**src/rtl/mux_scan_capture.sv**
```systemverilog
// Scans an external 8:1 mux one channel at a time and captures a registered 8-bit word.
// Optional MUX_SCAN_PARITY_EN adds a registered even-parity output alongside data_out.
module mux_scan_capture #(
  parameter int unsigned SETTLE = 1
) (
  input  logic       clk,
  input  logic       rst,
  input  logic       start,
  input  logic       Y,
  output logic [2:0] S,
  output logic       busy,
  output logic [7:0] data_out,
  output logic       data_valid,
  input  logic       data_ready
`ifdef MUX_SCAN_PARITY_EN
  ,
  output logic       parity
`endif
);

  typedef enum logic [1:0] {
    IDLE,
    SCAN,
    HOLD
  } state_t;

  localparam logic [3:0] SETTLE_C = 4'(SETTLE);

  state_t     state, state_nx;
  logic [3:0] cnt, cnt_nx;
  logic [2:0] s_nx;
  logic [7:0] shadow, shadow_nx;
  logic [7:0] data_nx;
  logic       valid_nx;
  logic       busy_nx;

  always_comb begin
    state_nx  = state;
    cnt_nx    = cnt;
    s_nx      = S;
    shadow_nx = shadow;
    data_nx   = data_out;
    valid_nx  = data_valid;
    case (state)
      IDLE: begin
        if (start) begin
          state_nx = SCAN;
          s_nx     = '0;
          cnt_nx   = '0;
        end
      end
      SCAN: begin
        if (cnt == SETTLE_C) begin
          cnt_nx       = '0;
          shadow_nx[S] = Y;
          if (S == 3'd7) begin
            // shadow_nx already carries the live Y in bit 7
            data_nx  = shadow_nx;
            valid_nx = 1'b1;
            state_nx = HOLD;
            s_nx     = '0;
          end else begin
            s_nx = S + 3'd1;
          end
        end else begin
          cnt_nx = cnt + 4'd1;
        end
      end
      HOLD: begin
        if (data_valid && data_ready) begin
          valid_nx = 1'b0;
          if (start) begin
            state_nx = SCAN;
            s_nx     = '0;
            cnt_nx   = '0;
          end else begin
            state_nx = IDLE;
          end
        end
      end
      default: begin
        state_nx = IDLE;
        s_nx     = '0;
        cnt_nx   = '0;
        valid_nx = 1'b0;
      end
    endcase
    busy_nx = (state_nx != IDLE);
  end

  always_ff @(posedge clk or posedge rst) begin
    if (rst) begin
      state      <= IDLE;
      cnt        <= '0;
      S          <= '0;
      shadow     <= '0;
      data_out   <= '0;
      data_valid <= 1'b0;
      busy       <= 1'b0;
    end else begin
      state      <= state_nx;
      cnt        <= cnt_nx;
      S          <= s_nx;
      shadow     <= shadow_nx;
      data_out   <= data_nx;
      data_valid <= valid_nx;
      busy       <= busy_nx;
    end
  end

`ifdef MUX_SCAN_PARITY_EN
  always_ff @(posedge clk or posedge rst) begin
    if (rst) begin
      parity <= 1'b0;
    end else begin
      parity <= ^data_nx;
    end
  end
`endif

endmodule

```
**config.mk**
```make
export PLATFORM = sky130hd
export DESIGN_NAME = mux_scan_capture
export DESIGN_NICKNAME = d
export VERILOG_FILES = /design/src/rtl/mux_scan_capture.sv
export SDC_FILE = /design/constraint.sdc
export NUM_CORES = 1
export LEC_CHECK = 0
export CAP_MARGIN = 40
export CORE_MARGIN = 2
export CORE_UTILIZATION = 58
export CTS_CLUSTER_SIZE = 40
export DETAILED_ROUTE_END_ITERATION = 10
export PLACE_DENSITY = 0.83
export SYNTH_ARGS = -nofsm -noshare
export SYNTH_HDL_FRONTEND = slang
export SYNTH_SLANG_ARGS = --single-unit
export TNS_END_PERCENT = 30
```
**constraint.sdc**
```tcl
create_clock -name clk -period 4.88 [get_ports clk]
set_clock_uncertainty 0.2 [all_clocks]
set_input_delay 0.488 -clock clk [delete_from_list [all_inputs] [get_ports clk]]
set_output_delay 0.488 -clock clk [all_outputs]
set_load 0.02 [all_outputs]
```
---- Word level (Yosys, flattened, before mapping) ----
Index checks and enable logic that the tools add are counted.
word-level totals
  register bits after elaboration ......... 27
  bits in latches ......................... 0
  bits in writable memories ............... 0
  memory bits (read-only) ................. 0
  bits of input ports ..................... 5
  output and inout port bits .............. 13
  word-level logic and storage cells ...... 49
  memories kept ........................... 0
operators by class
  add/subtract/negate cells ............... 2
  multiply operators ...................... 0
  div/mod/pow operators ................... 0
  magnitude comparators ................... 2
  eq/ne operators ......................... 7
  shift operators ......................... 0
  mux-type cells .......................... 22
  bitwise operators ....................... 1
  reduce and logical (&&, ||, !) cells .... 8
operators with widths
  operator               count
  $mux W3                4
  $mux W4                3
  $pmux W4 S3            1
  $pmux W3 S3            1
  $bwmux W8              1
  $mux W2                4
  $ne A2 B2 Y1 const B   3
  $pmux W2 S3            1
  $mux W1                5
  $add A4 B1 Y4 const B  1
  $eq A4 B1 Y1 const B   1
  $lt A3 B4 Y1 const B   1
  $reduce_and A2 Y1      2
  $reduce_and A4 Y1      1
  $add A3 B1 Y3 const B  1
  $demux W1 S3           1
  $eq A3 B3 Y1 const B   1
  $ge A3 B1 Y1 const B   1
  $pmux W1 S3            1
  $reduce_and A3 Y1      1
  $eq A2 B1 Y1 const B   1
  $eq A2 B2 Y1 const B   1
  $logic_and A1 B1 Y1    2
  $logic_not A2 Y1       1
  2 further kinds        2

---- Depth between registers and ports, before layout ----
  depth in word-level cells ............... 5
  mapped depth ............................ 6

---- Least setup slack after synthesis ----
No wires, ideal clock.
  path type ............................... register to register
  from .................................... register cnt[1]
  to ...................................... register shadow[3]
  data arrival time ....................... 1576 ps
  slack ................................... 2980 ps
  stages on the path, launching flop included .. 7
  path buffers ............................ 1
  clock period less this slack ............ 1900 ps
  path through ............................ dfrtp_1 -> inv_1 -> ha_1 -> or3b_1 -> clkbuf_2 -> nor3_1 -> mux2_2
on the way
  word-level cells in the longest chain between the ends .. 2
ends and longest elaborated chain
  what                                line  RTL
  start: declaration                  30    logic [3:0] cnt, cnt_nx;
  start signal: assignment            102   cnt <= cnt_nx;
  $eq A4 B1 Y1                        53    if (cnt == SETTLE_C) begin
  $reduce_and A2 Y1 (no source line)  --
  end signal: assignment              104   shadow <= shadow_nx;
  end: declaration                    32    logic [7:0] shadow, shadow_nx;
Every way passes these cells.
A chain may end at the register's enable or synchronous reset.

---- Worst setup path after layout ----
  from .................................... register S[0]
  to ...................................... output port S[0]
RTL lines
  what                      line  RTL
  start: declaration        10    output logic [2:0] S,
  start signal: assignment  103   S <= s_nx;
No word-level cell between the ends.

==> results.yml <==
worst_setup_path:
  cp.arrival_ns: 1.60
  crit_chain: "clkdlybuf4s50_1"
  crit_required_ns: 4.19
  crit_fanout: 12
  crit_buf_inv: 1
  crit_slowest_cell: "clkdlybuf4s50_1"
  path_class: "flop to output pin"
  crit_path_end_kind: "output pin"
  crit_family: "buffers and inverters"
  critPathLaunchType: "flop"
  slowest_delay_ns: 0.68
clock_tree:
  cts_tree: "built"
  cts_setup_buffers: 0
  cts_buffer_depth: 2
  path_clk_slew_ns: 0.14
  clock_latency_ns: 0.32
  root_buffer: "clkbuf_4"
  cts_inserted_buffers: 3
  hold_buffers: 0
  clock_sink_count: 27
  htree_levels: 1
  ctsResizeCount: 0
die:
  die_h_um: 52.9
  placeableCoreArea_um2: 2230
  ios: 18
  start_util: 0.621
  die-area_um2: 2800
  core.rowCount: 17
  dieWidth_um: 52.9
sta:
  worst_pin_slew_ns: 0.773
  hold_viol_final: 0
  drv_slew: 0
  slew_headroom: 0.484
  rsz0062_at_grt: "no"
  timing.fmax_mhz: 438
  setup_viol: 0
  min_period_over_period: 0.468
  tns_ns: 0
  layout_min_cycle_time_ns: 2.28
logic_synthesis:
  postSynthAreaPerCell_um2: 11.6
  synth_top_flop_cell: "dfrtp_1"
  synth_area_um2: 1390
  yosysTopAreaCell: "dfrtp_1"
  synth_area_leaders: "dfrtp_1 49%, mux2_2 19%, ha_1 3.6%"
  syn_inst: 119
  yosysSeqAreaShare: 0.487
  yosys_register_bits: 27
  synth_top_area_share: 0.487
  synth.most_common_cell: "dfrtp_1"
  synth_edf_count: 0
  synthTopCellsByCount: "27 x dfrtp_1, 24 x mux2_2, 8 x nand3_1, 7 x inv_1, 5 x nor3_1"
  synth_cell_type_count: 34
  syn-num-nets: 128
  synth-async-reset-ratio: 1.00
  yosysWarnings: 0
finish:
  synthToLayoutAreaGrowth_pct: 16.6
  n_fill_cell: 169
  layout.nets: 145
  fin_cells: 163
  final_util: 0.724
  diodes: 0
  layout-drive-gt1-share: 0.244
global_routing:
  antenna_found_initial: 0
  grt_max_degree: 17
  grt_pass1_wl_um: 4460
  grt_pass1_vias: 994
  grt_use_total: 0.224
  gr-total-overflow: 0
placement:
  dp_hpwl_um: 1880
  numPortBuffers: 17
  gp_congestion: 0.807
  dp_cells: 159
route:
  ant_nets: 0
  wl_per_cell_um: 16.4
  totalWireLength_um: 2670
  drt-vias-per-instance: 5.87
  drt_iter0_drc: 23
  route.detailed.drc: 0
  via_count: 957
  firstDrtPassIters: 4
pwr:
  ir_drop_mv: 0.345
  powerDensity_nw_per_um2: 467
  leakage_uw: 0.000713
run_status:
  status: "finished clean"
job:
  drv_cap: 0
worst_hold_path:
  hp-class: "input pin to async pin"
-- power breakdown --
part	total, uW	internal [uW]	switching [uW]
Sequential	347	280	66.3
Clock	96.5	32.0	64.5
Combinational	312	153	158
Total	755	466	289
-- layout make-up --
| type | count | area (um2) | share of cell area |
|---|---|---|---|
| clock buffer | 4 | 26.3 | 0.0163 |
| inverter | 7 | 26.3 | 0.0163 |
| timing repair buffer | 18 | 198 | 0.122 |
| sequential | 27 | 676 | 0.418 |
| tap | 28 | 35.0 | 0.0217 |
| multi-input combinational | 79 | 656 | 0.406 |
-- metrics by stage --
stage | hold WS, ns | instance area [um2] | power, uW | worst slack (ns)
after floorplan | 0.275 | 1390 | 574 | 2.98
after global placement | 0.283 | 1560 | 641 | 2.79
after detailed placement | 0.294 | 1590 | 660 | 2.70
after CTS | 0.299 | 1620 | 757 | 2.60
after global routing | 0.322 | 1620 | 809 | 2.48
final | 0.280 | 1620 | 755 | 2.60
-- per-layer routing --
layer	global-route usage	vias to the layer above	part of all wire
met5	0	-	0
met3	0.0254	2	0.034
met1	0.289	466	0.45
met2	0.385	27	0.51
met4	0.0855	0	0.0097
li1	-	462	-
-- sequential cells by signal (all words and copies together) (netlist names) --
signal	flops
cnt	4
data_out	8
S	3
state	2
data_valid	1
busy	1
shadow	8
-- cells in the final DEF (no fill, tap or decap), types with 3 or more instances in the layout --
cell type / Yosys / final
dfrtp_1: 27 / 27
mux2_2: 24 / 24
clkdlybuf4s50_1: 0 / 17
nand3_1: 8 / 8
inv_1: 7 / 7
nor3_1: 5 / 5
nand2_1: 4 / 4
o21ai_0: 4 / 4
ha_1: 4 / 4
nor3b_1: 3 / 3
nand3b_1: 3 / 3
clkbuf_4: 0 / 3
-- kinds of logic (layout without fill, tap and decap cells) --
kind of cell,count (synthesis),count (layout),synth area share
flops,27,27,0.487
buf+inv,13,29,0.0397
mux,25,25,0.202
simple gates,34,34,0.149
xor+xnor,1,1,0.00632
fa+ha+maj,4,4,0.0361
compound gates,15,15,0.0794
-- path summary, 6_finish.rpt --
path / start / to / slack [ns] / cells past startpoint
setup reg to reg: state[0]$_DFF_PP0_ / data_out[1]$_DFFE_PP0P_ / 2.65 / 3
max in group asynchronous: rst / shadow[6]$_DFFE_PP0P_ / 3.75 / 3
setup / recovery: S[0]$_DFFE_PP0P_ / S[0] / 2.60 / 1
hold / removal: rst / data_valid$_DFFE_PP0P_ / 0.28 / 2
min in group clk: shadow[1]$_DFFE_PP0P_ / shadow[1]$_DFFE_PP0P_ / 0.32 / 1
hold reg to reg: shadow[1]$_DFFE_PP0P_ / shadow[1]$_DFFE_PP0P_ / 0.32 / 1
Power figures use the tool's default switching activity.
